--- config.mk ---
export PLATFORM = sky130hd
export DESIGN_NAME = shift_register_mc_flat
export DESIGN_NICKNAME = d
export VERILOG_FILES = /design/src/rtl/shift_register_mc_if.sv /design/src/rtl/shift_register_mc.sv /design/src/flat_wrapper.sv
export SDC_FILE = /design/constraint.sdc
export NUM_CORES = 1
export LEC_CHECK = 0
export ABC_AREA = 1
export BUFFER_PORTS_ARGS = -buffer_cell sky130_fd_sc_hd__buf_2
export CELL_PAD_IN_SITES_DETAIL_PLACEMENT = 1
export CELL_PAD_IN_SITES_GLOBAL_PLACEMENT = 2
export CORE_ASPECT_RATIO = 0.75
export CORE_UTILIZATION = 31
export CTS_BUF_LIST = sky130_fd_sc_hd__clkbuf_4
export DETAILED_ROUTE_END_ITERATION = 10
export GPL_TIMING_DRIVEN = 0
export PLACE_DENSITY = 0.95
export SYNTH_ARGS = -nofsm -noshare
export SYNTH_HDL_FRONTEND = slang
export SYNTH_SLANG_ARGS = --single-unit
--- constraint.sdc ---
create_clock -name clk -period 10.7 [get_ports clk]
set_input_delay 1.07 -clock clk [delete_from_list [all_inputs] [get_ports clk]]
set_output_delay 1.07 -clock clk [all_outputs]
set_load 0.03 [all_outputs]
--- src/rtl/shift_register_mc_if.sv ---
// shift_register_mc_if: control, data and observation bundle for shift_register_mc.
//   master: drives en/flush/mode/d/d_valid/load_data/tap_sel, observes the outputs.
//   slave : the shift register itself.
// Packed buses put stage i at bits [i*WIDTH +: WIDTH].
interface shift_register_mc_if #(
  parameter int DEPTH = 16,
  parameter int WIDTH = 8,
  parameter int SEL_W = 4
);
  logic                   en;
  logic                   flush;
  logic [1:0]             mode;
  logic [WIDTH-1:0]       d;
  logic                   d_valid;
  logic [DEPTH*WIDTH-1:0] load_data;
  logic [SEL_W-1:0]       tap_sel;

  logic [WIDTH-1:0]       q_last;
  logic [WIDTH-1:0]       q_first;
  logic                   vld_last;
  logic                   vld_first;
  logic [WIDTH-1:0]       q_tap;
  logic [DEPTH*WIDTH-1:0] q_all;
  logic [SEL_W:0]         count;

  modport master (
    output en, flush, mode, d, d_valid, load_data, tap_sel,
    input  q_last, q_first, vld_last, vld_first, q_tap, q_all, count
  );

  modport slave (
    input  en, flush, mode, d, d_valid, load_data, tap_sel,
    output q_last, q_first, vld_last, vld_first, q_tap, q_all, count
  );
endinterface

--- src/rtl/shift_register_mc.sv ---
// shift_register_mc: multi-mode shift register with per-stage valid bits.
//   Modes (when en=1): 00 shift forward (d enters stage 0), 01 shift reverse
//   (d enters stage DEPTH-1), 10 rotate forward, 11 parallel load (all valid).
//   flush clears data and valids and beats en. q_tap is a registered copy of
//   stage tap_sel, updated every edge; out-of-range selects give 0.
// Ports:
//   clk, rst_n : clock, async active-low reset
//   bus        : shift_register_mc_if.slave (controls, data, outputs)

// One stage: data word plus valid bit. The parent picks the neighbours.
module shift_register_mc_stage #(
  parameter int WIDTH = 8
) (
  input  logic             clk,
  input  logic             rst_n,
  input  logic             en,
  input  logic             flush,
  input  logic [1:0]       mode,
  input  logic [WIDTH-1:0] fwd_d,   // lower neighbour (or head source)
  input  logic             fwd_v,
  input  logic [WIDTH-1:0] rev_d,   // upper neighbour (or d at the tail)
  input  logic             rev_v,
  input  logic [WIDTH-1:0] ld_d,
  output logic [WIDTH-1:0] q,
  output logic             v
);
  always_ff @(posedge clk or negedge rst_n) begin
    if (!rst_n) begin
      q <= '0;
      v <= 1'b0;
    end else if (flush) begin
      q <= '0;
      v <= 1'b0;
    end else if (en) begin
      case (mode)
        2'b01: begin
          q <= rev_d;
          v <= rev_v;
        end
        2'b11: begin
          q <= ld_d;
          v <= 1'b1;
        end
        // forward shift and rotate move the same way; only the head source differs
        default: begin
          q <= fwd_d;
          v <= fwd_v;
        end
      endcase
    end
  end
endmodule

module shift_register_mc #(
  parameter int DEPTH = 16,
  parameter int WIDTH = 8,
  parameter int SEL_W = 4
) (
  input  logic                 clk,
  input  logic                 rst_n,
  shift_register_mc_if.slave   bus
);
  localparam logic [1:0] MODE_ROT = 2'b10;
  localparam int         TAPS     = 1 << SEL_W;

  if (DEPTH < 2 || DEPTH > 256 || WIDTH < 1 || TAPS < DEPTH) begin : g_bad_cfg
    $error("shift_register_mc: illegal DEPTH/WIDTH/SEL_W combination");
  end

  logic [DEPTH-1:0][WIDTH-1:0] core;
  logic [DEPTH-1:0]            vld;
  logic [WIDTH-1:0]            head_d;
  logic                        head_v;
  logic [TAPS-1:0][WIDTH-1:0]  tap_arr;
  logic [WIDTH-1:0]            q_tap;
  logic [SEL_W:0]              count;

  // Rotate recirculates the tail into stage 0 instead of taking d.
  assign head_d = (bus.mode == MODE_ROT) ? core[DEPTH-1] : bus.d;
  assign head_v = (bus.mode == MODE_ROT) ? vld[DEPTH-1]  : bus.d_valid;

  for (genvar i = 0; i < DEPTH; i++) begin : g_stage
    logic [WIDTH-1:0] fwd_d;
    logic [WIDTH-1:0] rev_d;
    logic             fwd_v;
    logic             rev_v;

    if (i == 0) begin : g_head
      assign fwd_d = head_d;
      assign fwd_v = head_v;
    end else begin : g_fwd
      assign fwd_d = core[i-1];
      assign fwd_v = vld[i-1];
    end

    if (i == DEPTH-1) begin : g_tail
      assign rev_d = bus.d;
      assign rev_v = bus.d_valid;
    end else begin : g_rev
      assign rev_d = core[i+1];
      assign rev_v = vld[i+1];
    end

    shift_register_mc_stage #(.WIDTH(WIDTH)) u_stage (
      .clk   (clk),
      .rst_n (rst_n),
      .en    (bus.en),
      .flush (bus.flush),
      .mode  (bus.mode),
      .fwd_d (fwd_d),
      .fwd_v (fwd_v),
      .rev_d (rev_d),
      .rev_v (rev_v),
      .ld_d  (bus.load_data[i*WIDTH +: WIDTH]),
      .q     (core[i]),
      .v     (vld[i])
    );
  end

  // Tap table padded to the full select range so tap_sel never indexes past core.
  for (genvar t = 0; t < TAPS; t++) begin : g_tap
    if (t < DEPTH) begin : g_real
      assign tap_arr[t] = core[t];
    end else begin : g_pad
      assign tap_arr[t] = '0;
    end
  end

  // Samples pre-edge core every cycle; deliberately ignores en and flush.
  always_ff @(posedge clk or negedge rst_n) begin
    if (!rst_n) q_tap <= '0;
    else        q_tap <= tap_arr[bus.tap_sel];
  end

  always_comb begin
    count = '0;
    for (int k = 0; k < DEPTH; k++) count = count + (SEL_W+1)'(vld[k]);
  end

  assign bus.q_all     = core;
  assign bus.q_first   = core[0];
  assign bus.q_last    = core[DEPTH-1];
  assign bus.vld_first = vld[0];
  assign bus.vld_last  = vld[DEPTH-1];
  assign bus.q_tap     = q_tap;
  assign bus.count     = count;
endmodule

--- src/flat_wrapper.sv ---
// flat-port wrapper written by rule: the top's interface ports become plain ports
module shift_register_mc_flat 
#(
  parameter int DEPTH = 16,
  parameter int WIDTH = 8,
  parameter int SEL_W = 4
)
  (clk, rst_n, bus_en, bus_flush, bus_mode, bus_d, bus_d_valid, bus_load_data, bus_tap_sel, bus_q_last, bus_q_first, bus_vld_last, bus_vld_first, bus_q_tap, bus_q_all, bus_count);
  shift_register_mc_if #(.DEPTH(DEPTH), .WIDTH(WIDTH), .SEL_W(SEL_W)) bus_i ();
  input  logic clk;
  input  logic rst_n;
  input wire logic [$bits(bus_i.en)-1:0] bus_en;
  input wire logic [$bits(bus_i.flush)-1:0] bus_flush;
  input wire logic [$bits(bus_i.mode)-1:0] bus_mode;
  input wire logic [$bits(bus_i.d)-1:0] bus_d;
  input wire logic [$bits(bus_i.d_valid)-1:0] bus_d_valid;
  input wire logic [$bits(bus_i.load_data)-1:0] bus_load_data;
  input wire logic [$bits(bus_i.tap_sel)-1:0] bus_tap_sel;
  output wire logic [$bits(bus_i.q_last)-1:0] bus_q_last;
  output wire logic [$bits(bus_i.q_first)-1:0] bus_q_first;
  output wire logic [$bits(bus_i.vld_last)-1:0] bus_vld_last;
  output wire logic [$bits(bus_i.vld_first)-1:0] bus_vld_first;
  output wire logic [$bits(bus_i.q_tap)-1:0] bus_q_tap;
  output wire logic [$bits(bus_i.q_all)-1:0] bus_q_all;
  output wire logic [$bits(bus_i.count)-1:0] bus_count;
  assign bus_i.en = bus_en;
  assign bus_i.flush = bus_flush;
  assign bus_i.mode = bus_mode;
  assign bus_i.d = bus_d;
  assign bus_i.d_valid = bus_d_valid;
  assign bus_i.load_data = bus_load_data;
  assign bus_i.tap_sel = bus_tap_sel;
  assign bus_q_last = bus_i.q_last;
  assign bus_q_first = bus_i.q_first;
  assign bus_vld_last = bus_i.vld_last;
  assign bus_vld_first = bus_i.vld_first;
  assign bus_q_tap = bus_i.q_tap;
  assign bus_q_all = bus_i.q_all;
  assign bus_count = bus_i.count;
  shift_register_mc #(.DEPTH(DEPTH), .WIDTH(WIDTH), .SEL_W(SEL_W)) u_core (.clk(clk), .rst_n(rst_n), .bus(bus_i));
endmodule
==> flow_summary_export.csv, run 1 <==
group,metric,value,unit
placed_design,place_congestion,0.9470,
synthesis,synth_compound_area_share,25.58,%
timing,rsz0062_at_grt,"false",
grt,antenna_found_initial,2,
run_status,status,"finished, final reports clean",
clock_network,clk_latency,0.63,ns
synthesis,synth_area,9082,um2
final_layout,fin_cells,1914,
final_layout,ff_latch_area,3804,um2
timing,timing.setup.tns,0,ns
power_and_ir_drop,p_sw,0.0008191,W
power_and_ir_drop,seqPwrFrac,39.9,%
timing,finalSetupViolCount,0,
timing,max_freq,177.7,MHz
power_and_ir_drop,swShare,45.92,%
final_layout,final_cell_mix,"buf_2 (334), nand2_1 (214), o22ai_1 (212)",
timing,finalHoldViolations,0,
power_and_ir_drop,peakVddDrop,0.0001664,V
clock_network,clk_pin_slew,0.13,ns
placed_design,hpwl,39240,um
die,boundaryPins,306,
power_and_ir_drop,powerDensity,156.8,nW/um2
synthesis,yosys.area.top_type_share,41.88,%
timing,final.setup.worst_slack,5.072,ns
grt,grt_max_degree,95,
routing,drt_iter0_drc,1225,
die,num_rows,53,
timing,finalCriticalPeriod,5.628,ns
routing,post_drt_wl_per_cell,26.53,um
synthesis,yosys_warnings,0,
timing,slew-limit-headroom,41.17,%
routing,drc,0,
synthesis,yosysSeqAreaShare,41.88,%
grt,grt_pass1_wl,72600,um
synthesis,synth_top_family_by_area,"compound AO/OA/AOI/OAI gates",
synthesis,synth_fp_nets,1355,
final_layout,layout-drive-gt1-share,26.20,%
routing,num_vias,11220,
synthesis,synthTopCellsByArea,"dfrtp_1 (42%), o22ai_1 (15%), o21ai_0 (8.9%)",
placed_design,portBuffers,301,
final_layout,multi_input_area,4110,um2
grt,grt_usage,33.72,%
grt,grt_pass1_vias,11080,
critical_path,crit_type,"register to output port",
timing,fin_skew,0.03942,ns
clock_network,clock_sinks,152,
synthesis,synthSimpleGateAreaFrac,16.59,%
synthesis,synth_area_leader_cell,"dfrtp_1",
power_and_ir_drop,power.internal,0.0009645,W
timing,slew_viol_final,0,
final_layout,nets,1676,
timing,worstMarginPinSlew,0.8825,ns
clock_network,numCtsBuffers,17,
run,cap_viol_max_count,0,
die,initial_utilization,32.00,%
routing,first_pass_iters,5,
critical_path,end_kind,"output port",
routing,vias_per_cell,5.861,
grt,grt-ovfl-total,0,
final_layout,final_cell_area,11380,um2
clock_network,hold_buffers,0,
power_and_ir_drop,clock_power_share,21.0,%
synthesis,postSynthAreaPerCell,7.613,um2
clock_network,cts_root_buffer,"clkbuf_4",
critical_path,cp_max_fo,4,
critical_path,cp-start-kind,"register",
synthesis,yosys_register_bits,152,
final_layout,area_growth,25.28,%
clock_network,cts_resized,0,
clock_network,cts_setup_buffers,0,
min_path,hold_path_class,"primary input to asynchronous set/reset pin",
synthesis,synth_xor_xnor_area_share,0.1929,%
power_and_ir_drop,leakage,5.701,nW
final_layout,final_common_cell,"buf_2",
synthesis,muxShareOfSynthArea,0,%
timing,fin_crit_sh,52.60,%
routing,ant_nets,0,
clock_network,clk_path_buf_depth,2,
die,core,28380,um2
routing,wl,50770,um
placed_design,dpl_cell_area,11110,um2
synthesis,synth_cell_types,25,
clock_network,cts_max_level,4,
critical_path,required,9.63,ns
die,die_area,29990,um2
synthesis,synthCells,1193,
power_and_ir_drop,power,0.001784,W
power_and_ir_drop,pwr-share-comb,39.0,%
final_layout,fill_cells,3667,
die,die_w,199.6,um
placed_design,place_ws,5.723,ns
placed_design,dp.cells,1880,
clock_network,cts_tree,"done",
die,die_h,150.2,um
critical_path,worst_ep_arrival_time,4.56,ns
synthesis,synthAdderAreaFrac,2.893,%
[state kept, by name, summed over array words and instances (netlist names)]
signal and flops:
u_core.bus.q_tap 8, u_core.g_stage.u_stage.q 128, u_core.g_stage.u_stage.v 16
[Yosys cell counts]
master and count:
buf_1 2, buf_2 34, clkinv_1 1, nor2_1 10, o21ai_0 162, nand3_1 125
o21ai_1 3, xor2_1 1, ha_1 5, nand2_1 214, xnor2_1 1, fa_1 10
a21oi_1 2, o22ai_1 212, o221ai_1 15, o211ai_1 4, inv_1 155, nand2_4 1
clkbuf_1 52, buf_4 23, nor2_4 2, inv_2 4, nand2_2 1, buf_6 2
dfrtp_1 152
[critical path, stage by stage (launching register included)]
cell and delay [ns]:
dfrtp_1 0.48, ha_1 0.32, inv_1 0.07, fa_1 0.43, fa_1 0.52, fa_1 0.44
fa_1 0.50, inv_1 0.05, fa_1 0.40, inv_1 0.10, fa_1 0.39, inv_1 0.06
buf_2 0.19
[cell type report]
class / instances / share of cell area (%)
Antenna cell: 2 / 0.04399
Buffer: 113 / 4.992
Clock buffer: 19 / 1.254
Clock inverter: 13 / 1.078
Inverter: 160 / 5.278
Multi-Input combinational cell: 768 / 36.12
Sequential cell: 152 / 33.43
Tap cell: 385 / 4.234
Timing Repair Buffer: 302 / 13.57
[through the flow]
step	util (%)	hold WS (ns)
2_1_floorplan	-	0.5243
3_3_place_gp	39.01	0.5438
3_5_place_dp	39.14	0.5609
4_1_cts	40.07	0.3709
5_1_grt	40.08	0.3916
6_report	40.09	0.3741
[worst paths after layout]
check,to,start,depth (start not counted),slack [ns]
worst max-delay path,bus_count[1],u_core.g_stage[0].u_stage.v,12,5.07
worst min-delay path,u_core.g_stage[11].u_stage.q[1],rst_n,1,0.37
worst max register to register,u_core.g_stage[0].u_stage.q[2],u_core.g_stage[15].u_stage.q[2],6,9.24
worst min register to register,u_core.g_stage[0].u_stage.q[2],u_core.g_stage[0].u_stage.q[2],2,0.58
max in group asynchronous,u_core.g_stage[0].u_stage.q[4],rst_n,2,9.43
min in group clk,u_core.g_stage[0].u_stage.q[2],u_core.g_stage[0].u_stage.q[2],2,0.58
[routing by layer]
metal  share of wire [%]  global-route usage (%)  vias to the layer above
met1                  42                   47.15                     5570
met3                  12                   9.005                      104
met5                   0                       0                        -
li1                    -                       -                     4780
met2                  43                   49.69                      764
met4                 3.2                   12.10                        0
[power groups by stage]
stage               sequential (W)  combinational (W)  clock, W
floorplan                 0.000784           0.000340         0
global placement          0.000718           0.000673         0
detailed placement        0.000719           0.000688         0
CTS                       0.000708           0.000691  0.000372
global route              0.000716           0.000748  0.000394
finish                    0.000712           0.000696  0.000375
[cells by family after synthesis]
kind of cell               after synthesis
AOI/OAI and AO/OA                      398
and+or+nand+nor                        353
buffers and inverters                  273
DFF                                    152
adders and majority gates               15
xor gates and xnor gates                 2
No activity file was read; power rests on OpenSTA's default activity.
==> inputs of run 2 (changes only) <==
--- a/config.mk
+++ b/config.mk
@@ -10,11 +10,11 @@
 export CELL_PAD_IN_SITES_DETAIL_PLACEMENT = 1
 export CELL_PAD_IN_SITES_GLOBAL_PLACEMENT = 2
 export CORE_ASPECT_RATIO = 0.75
-export CORE_UTILIZATION = 31
+export CORE_UTILIZATION = 26
 export CTS_BUF_LIST = sky130_fd_sc_hd__clkbuf_4
 export DETAILED_ROUTE_END_ITERATION = 10
 export GPL_TIMING_DRIVEN = 0
-export PLACE_DENSITY = 0.95
+export PLACE_DENSITY = 0.86
 export SYNTH_ARGS = -nofsm -noshare
 export SYNTH_HDL_FRONTEND = slang
 export SYNTH_SLANG_ARGS = --single-unit
==> constraint.sdc (replaced) <==
create_clock -name clk -period 5.1 [get_ports clk]
set_input_delay 0.51 -clock clk [delete_from_list [all_inputs] [get_ports clk]]
set_output_delay 0.51 -clock clk [all_outputs]
set_load 0.03 [all_outputs]
==> flow_summary_export.csv, run 2 (synthesis gave the netlist of run 1 again) <==
group,metric,value,unit
run_status,status,"finished, final reports clean",
routing,wl,52810,um
critical_path,reg2reg_depth,6,
clock_network,cts_max_level,4,
timing,slew_viol_final,0,
critical_path,crit_type,"register to output port",
critical_path,r2r-start,"u_core.g_stage[14].u_stage.q[1]",
final_layout,top_register,"u_core.g_stage.u_stage.q",
timing,slew-limit-headroom,35.43,%
clock_network,clk_path_buf_depth,2,
routing,drc,0,
routing,ant_nets,0,
power_and_ir_drop,seqPwrFrac,38.9,%
routing,drt_iter0_drc,1406,
die,die_h,163.9,um
routing,num_vias,11100,
power_and_ir_drop,powerDensity,333.7,nW/um2
final_layout,fill_cells,4278,
placed_design,place_congestion,0.9470,
die,num_rows,58,
min_path,hold_path_class,"primary input to register",
clock_network,clk_pin_slew,0.18,ns
clock_network,numCtsBuffers,17,
die,initial_utilization,26.74,%
grt,grt-ovfl-total,0,
grt,antenna_found_initial,3,
final_layout,final_cell_mix,"buf_2 (331), nand2_1 (214), o22ai_1 (212)",
final_layout,fin_cells,1981,
min_path,hold_end,"u_core.g_stage[4].u_stage.q[1]",
placed_design,place_ws,0.6844,ns
die,core,33960,um2
clock_network,clock_sinks,152,
timing,finalHoldViolations,0,
final_layout,nets,1678,
placed_design,dp.cells,1945,
final_layout,reg_top3,"u_core.g_stage.u_stage.q (128), u_core.g_stage.u_stage.v (16), u_core.bus.q_tap (8)",
placed_design,hpwl,41360,um
power_and_ir_drop,p_sw,0.001749,W
final_layout,largest_reg_flops,128,
die,die_area,35690,um2
grt,grt_max_degree,109,
critical_path,cp_max_fo,4,
critical_path,end_kind,"output port",
power_and_ir_drop,swShare,45.51,%
final_layout,final_common_cell,"buf_2",
routing,first_pass_iters,7,
power_and_ir_drop,clock_power_share,22.2,%
run,cap_viol_max_count,0,
final_layout,area_growth,26.84,%
critical_path,required,4.59,ns
min_path,hold_depth,3,
timing,finalCriticalPeriod,4.973,ns
critical_path,worst_ep_arrival_time,4.46,ns
power_and_ir_drop,peakVddDrop,0.0005215,V
clock_network,cts_tree,"done",
final_layout,layout-drive-gt1-share,26.49,%
power_and_ir_drop,pwr-share-comb,38.8,%
clock_network,cts_root_buffer,"clkbuf_4",
die,die_w,217.8,um
critical_path,cp-start-kind,"register",
critical_path,reg2reg_to,"u_core.bus.q_tap[1]",
placed_design,portBuffers,301,
min_path,hold_start,"bus_load_data[33]",
power_and_ir_drop,leakage,5.723,nW
routing,vias_per_cell,5.603,
power_and_ir_drop,power.internal,0.002095,W
grt,grt_pass1_wl,76030,um
grt,grt_usage,29.38,%
timing,rsz0062_at_grt,"true",
timing,fin_crit_sh,97.51,%
clock_network,clk_latency,0.63,ns
timing,worstMarginPinSlew,0.9685,ns
die,boundaryPins,306,
timing,finalSetupViolCount,0,
timing,final.setup.worst_slack,0.1269,ns
timing,fin_skew,0.04115,ns
power_and_ir_drop,power,0.003844,W
critical_path,r2r_slack,3.68,ns
grt,grt_pass1_vias,11280,
routing,post_drt_wl_per_cell,26.66,um
timing,max_freq,201.1,MHz
[run 2: cell count changes in the layout (fill, tap and decap cells not counted), moves of 2 or more]
cell,previous run,this run
fa_1,10,8
fa_2,0,2
dfrtp_2,0,2
buf_4,23,27
dfrtp_1,152,150
clkbuf_4,19,17
inv_6,3,5
buf_2,334,331
[run 2: cell type report]
type                    instances  area, um2  area share [%]
repair buffers                304       1569           13.62
plain buffers                 113      568.0           4.931
inverters                     160      600.6           5.213
clock inverters                15      165.2           1.434
clock buffers                  17      127.6           1.108
diodes                          2      5.005         0.04345
flip-flops and latches        152       3806           33.04
well taps                     450      563.0           4.888
multi-input cells             768       4115           35.72
[run 2: power groups by stage]
| stage | registers [W] | clock network, W | logic (W) |
|---|---|---|---|
| final | 0.00150 | 0.000855 | 0.00149 |
| after global routing | 0.00151 | 0.000893 | 0.00161 |
| after CTS | 0.00149 | 0.000843 | 0.00145 |
| after detailed placement | 0.00151 | 0 | 0.00144 |
| after global placement | 0.00151 | 0 | 0.00142 |
| after floorplan | 0.00165 | 0 | 0.000714 |
[run 2: metrics by stage]
step / hold slack (ns) / setup TNS [ns] / area, um2 / util (%)
floorplan: 0.2144 / 0 / 9082 / -
global placement: 0.5681 / 0 / 11150 / 32.84
detailed placement: 0.4418 / 0 / 11190 / 32.95
CTS: 0.1498 / 0 / 11490 / 33.84
global route: 0.1486 / -0.01309 / 11520 / 33.91
finish: 0.1630 / 0 / 11520 / 33.92
[run 2: per-layer routing]
metal | part of all wire (%) | track usage, % | routed length, um
met1 | 43 | 40.51 | 22710
met2 | 44 | 44.08 | 23010
met3 | 11 | 7.648 | 5616
met4 | 2.8 | 10.62 | 1459
met5 | 0.025 | 0 | 13
[run 2: worst max-delay path, stage by stage (launching register included)]
cell     delay [ns]
dfrtp_2        0.49
ha_1           0.29
inv_1          0.05
fa_1           0.45
fa_1           0.52
fa_1           0.43
fa_1           0.51
inv_1          0.05
fa_2           0.34
inv_1          0.09
fa_2           0.42
inv_1          0.06
buf_4          0.15
[run 2: worst max-delay path by stage]
stage                                            from      endpoint
after global placement    u_core.g_stage[0].u_stage.v  bus_count[1]
final                     u_core.g_stage[1].u_stage.v  bus_count[1]
after CTS                 u_core.g_stage[0].u_stage.v  bus_count[1]
after detailed placement  u_core.g_stage[0].u_stage.v  bus_count[1]
after global routing      u_core.g_stage[1].u_stage.v  bus_count[1]
after floorplan           u_core.g_stage[0].u_stage.v  bus_count[4]
[run 2: what timing repair did]
item | in CTS | in global routing
setup endpoints to repair | 0 | 3
hold buffers | 1 | 0
resized for setup | 0 | 10
endpoints found under the hold margin | 44 | 0
setup buffers | 0 | 1
